$ cat src/rtl/oled_text_feeder.sv
// Text FIFO feeding oled_control over the send_data/valid/done handshake, with cursor tracking.
// Optional newline-to-space padding is enabled by defining OLED_TEXT_FEEDER_NEWLINE_EN.
module oled_text_feeder #(
    parameter int unsigned DEPTH = 16,
    parameter int unsigned COLS  = 16,
    parameter int unsigned ROWS  = 4
) (
    input  logic                    clock,
    input  logic                    reset,
    input  logic                    wr_en,
    input  logic [7:0]              wr_data,
    output logic                    full,
    output logic                    empty,
    output logic                    overflow,
    output logic [7:0]              send_data,
    output logic                    send_data_valid,
    input  logic                    send_done,
    output logic [$clog2(COLS)-1:0] cursor_col,
    output logic [$clog2(ROWS)-1:0] cursor_row
);
    localparam int unsigned AW = $clog2(DEPTH);
    localparam int unsigned PW = AW + 1;
    localparam int unsigned CW = $clog2(COLS);
    localparam int unsigned RW = $clog2(ROWS);

    typedef enum logic [0:0] {StIdle, StSend} state_e;

    state_e        state_q;
    logic [7:0]    mem_q [DEPTH];
    logic [PW-1:0] wr_ptr_q, wr_ptr_d, rd_ptr_q, rd_ptr_d;
    logic          full_q, full_d, empty_q, empty_d, overflow_q;
    logic [7:0]    head;
    logic          pad_pending, start, pop, push;
    logic [CW-1:0] col_q;
    logic [RW-1:0] row_q;
    logic [7:0]    data_q;
    logic          valid_q;

`ifdef OLED_TEXT_FEEDER_NEWLINE_EN
    localparam int unsigned PADW = $clog2(COLS + 1);
    logic [PADW-1:0] pad_q;
    assign pad_pending = (pad_q != '0);
`else
    assign pad_pending = 1'b0;
`endif

    assign head = mem_q[rd_ptr_q[AW-1:0]];

    always_comb begin
        start    = (state_q == StIdle) && !send_done && (!empty_q || pad_pending);
        pop      = start && !pad_pending;
        // A pop in the same cycle frees a slot, so a write while full still lands.
        push     = wr_en && (!full_q || pop);
        wr_ptr_d = wr_ptr_q + PW'(push);
        rd_ptr_d = rd_ptr_q + PW'(pop);
        empty_d  = (wr_ptr_d == rd_ptr_d);
        full_d   = (wr_ptr_d[AW] != rd_ptr_d[AW]) && (wr_ptr_d[AW-1:0] == rd_ptr_d[AW-1:0]);
    end

    always_ff @(posedge clock) begin
        if (push) begin
            mem_q[wr_ptr_q[AW-1:0]] <= wr_data;
        end
    end

    always_ff @(posedge clock) begin
        if (reset) begin
            wr_ptr_q   <= '0;
            rd_ptr_q   <= '0;
            full_q     <= 1'b0;
            empty_q    <= 1'b1;
            overflow_q <= 1'b0;
        end else begin
            wr_ptr_q   <= wr_ptr_d;
            rd_ptr_q   <= rd_ptr_d;
            full_q     <= full_d;
            empty_q    <= empty_d;
            overflow_q <= wr_en && !push;
        end
    end

    always_ff @(posedge clock) begin
        if (reset) begin
            state_q <= StIdle;
            data_q  <= 8'h00;
            valid_q <= 1'b0;
            col_q   <= '0;
            row_q   <= '0;
`ifdef OLED_TEXT_FEEDER_NEWLINE_EN
            pad_q   <= '0;
`endif
        end else begin
            unique case (state_q)
                StIdle: begin
                    if (start) begin
                        valid_q <= 1'b1;
                        state_q <= StSend;
                        data_q  <= head;
`ifdef OLED_TEXT_FEEDER_NEWLINE_EN
                        if (pad_pending) begin
                            data_q <= 8'h20;
                            pad_q  <= pad_q - PADW'(1);
                        end else if (head == 8'h0A) begin
                            // First pad slot goes out now; the counter covers the rest of the line.
                            data_q <= 8'h20;
                            pad_q  <= PADW'(COLS - 1) - PADW'(col_q);
                        end
`endif
                    end
                end
                StSend: begin
                    if (send_done) begin
                        valid_q <= 1'b0;
                        state_q <= StIdle;
                        if (col_q == CW'(COLS - 1)) begin
                            col_q <= '0;
                            row_q <= (row_q == RW'(ROWS - 1)) ? '0 : row_q + RW'(1);
                        end else begin
                            col_q <= col_q + CW'(1);
                        end
                    end
                end
                default: state_q <= StIdle;
            endcase
        end
    end

    assign full            = full_q;
    assign empty           = empty_q;
    assign overflow        = overflow_q;
    assign send_data       = data_q;
    assign send_data_valid = valid_q;
    assign cursor_col      = col_q;
    assign cursor_row      = row_q;

endmodule
$ cat config.mk
export PLATFORM = sky130hd
export DESIGN_NAME = oled_text_feeder
export DESIGN_NICKNAME = d
export VERILOG_FILES = /design/src/rtl/oled_text_feeder.sv
export SDC_FILE = /design/constraint.sdc
export NUM_CORES = 1
export LEC_CHECK = 0
export ABC_CLOCK_PERIOD_IN_PS = 2500
export CAP_MARGIN = 15
export CORE_UTILIZATION = 40
export DETAILED_ROUTE_END_ITERATION = 10
export PLACE_DENSITY = 0.59
export SLEW_MARGIN = 30
export SYNTH_ARGS = -nofsm -noshare
export SYNTH_HDL_FRONTEND = slang
export SYNTH_SLANG_ARGS = --single-unit
$ cat constraint.sdc
create_clock -name clock -period 2.5 [get_ports clock]
set_input_delay 0.25 -clock clock [delete_from_list [all_inputs] [get_ports clock]]
set_output_delay 0.25 -clock clock [all_outputs]
set_load 0.005 [all_outputs]
==> results.txt <==
----------------------------------------------------
[Outcome]
  Status ... complete, but fails checks
  Violated checks ... DRC

[Global route]
  Total gr overflow ... 0
  Antenna violations before repair ... 0
  Maximum number of pins on one net before global-route repair ... 33
  Wire length of the first global-routing pass ... 18.7 mm
  Total global routing track utilization ... 16.8%
  Number of global-route vias before repair ... ~3.3k

[Timing]
  Number of endpoints with negative hold slack in the final report ... 0
  Setup repair after global routing missed its margin ... false
  Worst-Margin Slew ... 708 ps
  Number of slew-limit violations in the final report ... 0
  Total negative slack ... 0 ps
  Time the final worst path needs with I/O delays and setup ... approximately 2200 ps
  Final worst path period share ... 86.3%
  Slew headroom ... 52.7%
  Timing-limited maximum frequency ... 464 MHz
  Final Setup Violations ... 0
  Final critical-path setup slack ... 343 ps
  Post-route clock skew ... 7.02 ps

[Floorplan]
  Die span in y ... between 100 and 150 µm
  Horiz. Die Dim ... 125 µm
  Top-level port count ... 30
  DIE AREA ... roughly 16000 µm²
  Placeable Area ... approximately 15000 µm²
  Starting density of the core ... 41.4%
  Std-Cell Rows ... 44

[Placed design]
  Post-placement cell area ... 6690 µm²
  Detail Placement HPWL ... 7.62 mm
  Setup Slack @ Placement ... 29.2 ps
  Final GP Congestion ... 0.722
  Count of port buffers added during placement ... 29

[Pwr]
  Overall power of the completed layout ... 5.73 mW
  Leakage Power ... 2.34 nW
  Largest voltage drop on the vdd net ... 0.494 mV
  Clock network fraction of design power ... 40.5%
  Switching portion of total power ... 21.7%
  Internal Pwr Total ... 4.49 mW
  Sequential fraction of design power ... 50.8%
  Gate power share ... about 8.7%
  P per Cell Area ... just under 800 nW/µm²
  P_sw ... 1.24 mW

[Clock network]
  Num Clock Sinks ... 157
  Clock latency on the worst-skew pair ... 420 ps
  Number of buffers added to fix hold violations after cts ... 0
  Num CTS Buffers ... 17
  Register clock-pin slew on the reported worst setup and hold paths ... 60 ps
  Clock Tree Root ... clkbuf_16
  Number of levels in the clock H-tree ... 4
  Number of buffers added for setup after CTS ... 0
  TritonCTS clock tree ... done
  Maximum root-to-sink buffer count ... 2
  Post-CTS Resized ... 0

[Critical path]
  Startpoint Class ... flop
  Peak fanout along the critical path ... 5
  Class of the most critical setup path ... reg -> reg
  Data required time of the critical path ... about 2800 ps
  Data arrival at the endpoint of the critical path ... between 2000 and 2500 ps
  Capturing element type of the critical path ... flop
  Cell count of the worst reg-to-reg path ... 8

[Worst hold path]
  WHS Path Cells ... 2
  Worst Hold Class ... reg -> reg

[Yosys]
  Post-Syn Nets ... around 360
  Number of instances in the synthesized netlist ... 337
  Mean cell area of the mapped netlist ... 18.0 µm²
  Yosys reg bits ... 157
  Async set-reset flop share out of synthesis ... 0%
  Unique cell type count in the Yosys netlist ... 34
  Combined area of all synthesized cells ... 6070 µm²
  Post-synth EDFFs ... between 100 and 150
  Top flip-flop cell by instance count after synthesis ... edfxtp_1
  Warning count from the yosys run ... 0
  Sequential element share of the synthesized area ... 72.9%

[Detailed routing]
  Violation count after the first detailed-routing iteration ... 299
  Avg Vias per Cell ... roughly 5.3
  Via Count ... 3088
  Detailed-routing iteration count for the pre-antenna-repair pass ... 9
  Routed wire length ... roughly 12 mm
  DRT antenna net count ... 0
  Routed wire length per instance ... 20.1 µm
  Final routed DRC violation total ... 4

[Cells and area]
  Number of antenna diodes ... 0
  Synth-to-layout area growth ... 19.1%
  Layout Cell Area excl Fill ... 7230 µm²
  Final net count ... between 400 and 500
  Fraction of final layout cells sized beyond drive strength 1 ... 21.3%

[Job]
  Count of max-cap constraint violations ... 0

----------------------------------------------------
synthesized netlist by cell type (all sizes together) (2+ instances only):
library cell,instances,area (µm²)
buf,11,73.8
nand3,10,50.1
ha,6,75.1
nand3b,2,15.0
dfxtp,29,581
nand2b,2,12.5
o21ai,9,45.0
edfxtp,128,3840
a21oi,11,55.1
clkbuf,6,22.5
inv,2,7.51
a22o,16,140
nor2,25,93.8
xor2,8,70.1
nand2,12,45.0
xnor2,6,52.6
nor3,6,35.0
nor2b,6,37.5
mux4,32,721
worst paths after layout:
path                                  start                         to  slack, ps
setup reg to reg         state_q$_SDFF_PP0_            full$_SDFF_PP0_        340
setup / recovery         state_q$_SDFF_PP0_            full$_SDFF_PP0_        340
hold / removal    send_data[0]$_SDFFE_PP0P_  send_data[0]$_SDFFE_PP0P_        460
hold reg to reg   send_data[0]$_SDFFE_PP0P_  send_data[0]$_SDFFE_PP0P_        460
layout by cell type, fill, tap and decap left out, drive strengths merged, types with 3 or more instances in the layout:
cell type	count
edfxtp	128
clkinvlp	5
xor2	8
nand2	12
mux4	32
inv	3
clkbuf	20
nand3	10
a21oi	11
xnor2	6
clkinv	6
nor3	6
nor2	25
ha	6
a22o	16
clkdlybuf4s50	29
nor2b	6
buf	23
o21ai	9
dfxtp	29
per-stage QoR:
| step | cells | hold slack (ps) | utilization (%) |
|---|---|---|---|
| floorplan | 337 | 323 | - |
| global placement | 556 | 448 | 45.7 |
| detailed placement | 556 | 456 | 45.7 |
| CTS | 588 | 459 | 49.4 |
| global route | 588 | 465 | 49.4 |
| finish | 588 | 462 | 49.4 |
flip-flops by register name (all words and copies together), names as in the netlist:
| signal | cells |
|---|---|
| mem_q | 128 |
| state_q | 1 |
| full | 1 |
| cursor_row | 2 |
| rd_ptr_q | 5 |
| send_data_valid | 1 |
| send_data | 8 |
| empty | 1 |
| wr_ptr_q | 5 |
| overflow | 1 |
| cursor_col | 4 |
metal layers:
layer	global-route usage (%)	up-vias	wire, µm
li1	-	1430	-
met1	21.5	1566	5180
met2	26.8	77	5880
met3	4.36	15	573
met4	8.03	0	201
met5	0	-	0
logic make-up after synthesis:
logic type	synth area share [%]
AO/OA/AOI/OAI	4.51
XOR/XNOR	2.02
adder cells (fa/ha/maj)	1.24
buffers and inverters	1.77
flip-flops	72.9
multiplexers	12.0
AND/OR/NAND/NOR	5.52
critical path, cell delays in order, from the launching register on:
cell      delay, ps
dfxtp_1         350
or3_4           430
a21boi_4        180
ha_1            180
ha_1            180
nand3_1          90
xor2_1          220
xor2_1          200
nor4b_1         230
area by class of cell:
type	count	area, µm²
fill	1200	7420
sequential	157	4430
multi-input combinational	160	1540
timing repair buffer	52	488
clock buffer	20	437
tap	184	230
clock inverter	12	97.6
inverter	3	11.3
power by group through the flow:
| stage | logic, mW | clock network, mW | registers, mW |
|---|---|---|---|
| floorplan | 0.321 | 0 | 2.96 |
| detailed placement | 0.509 | 0 | 2.97 |
| global route | 0.543 | 2.47 | 2.92 |
| finish | 0.500 | 2.32 | 2.91 |
| global placement | 0.506 | 0 | 2.97 |
| CTS | 0.511 | 2.36 | 2.92 |
Power figures use the tool's default switching activity.
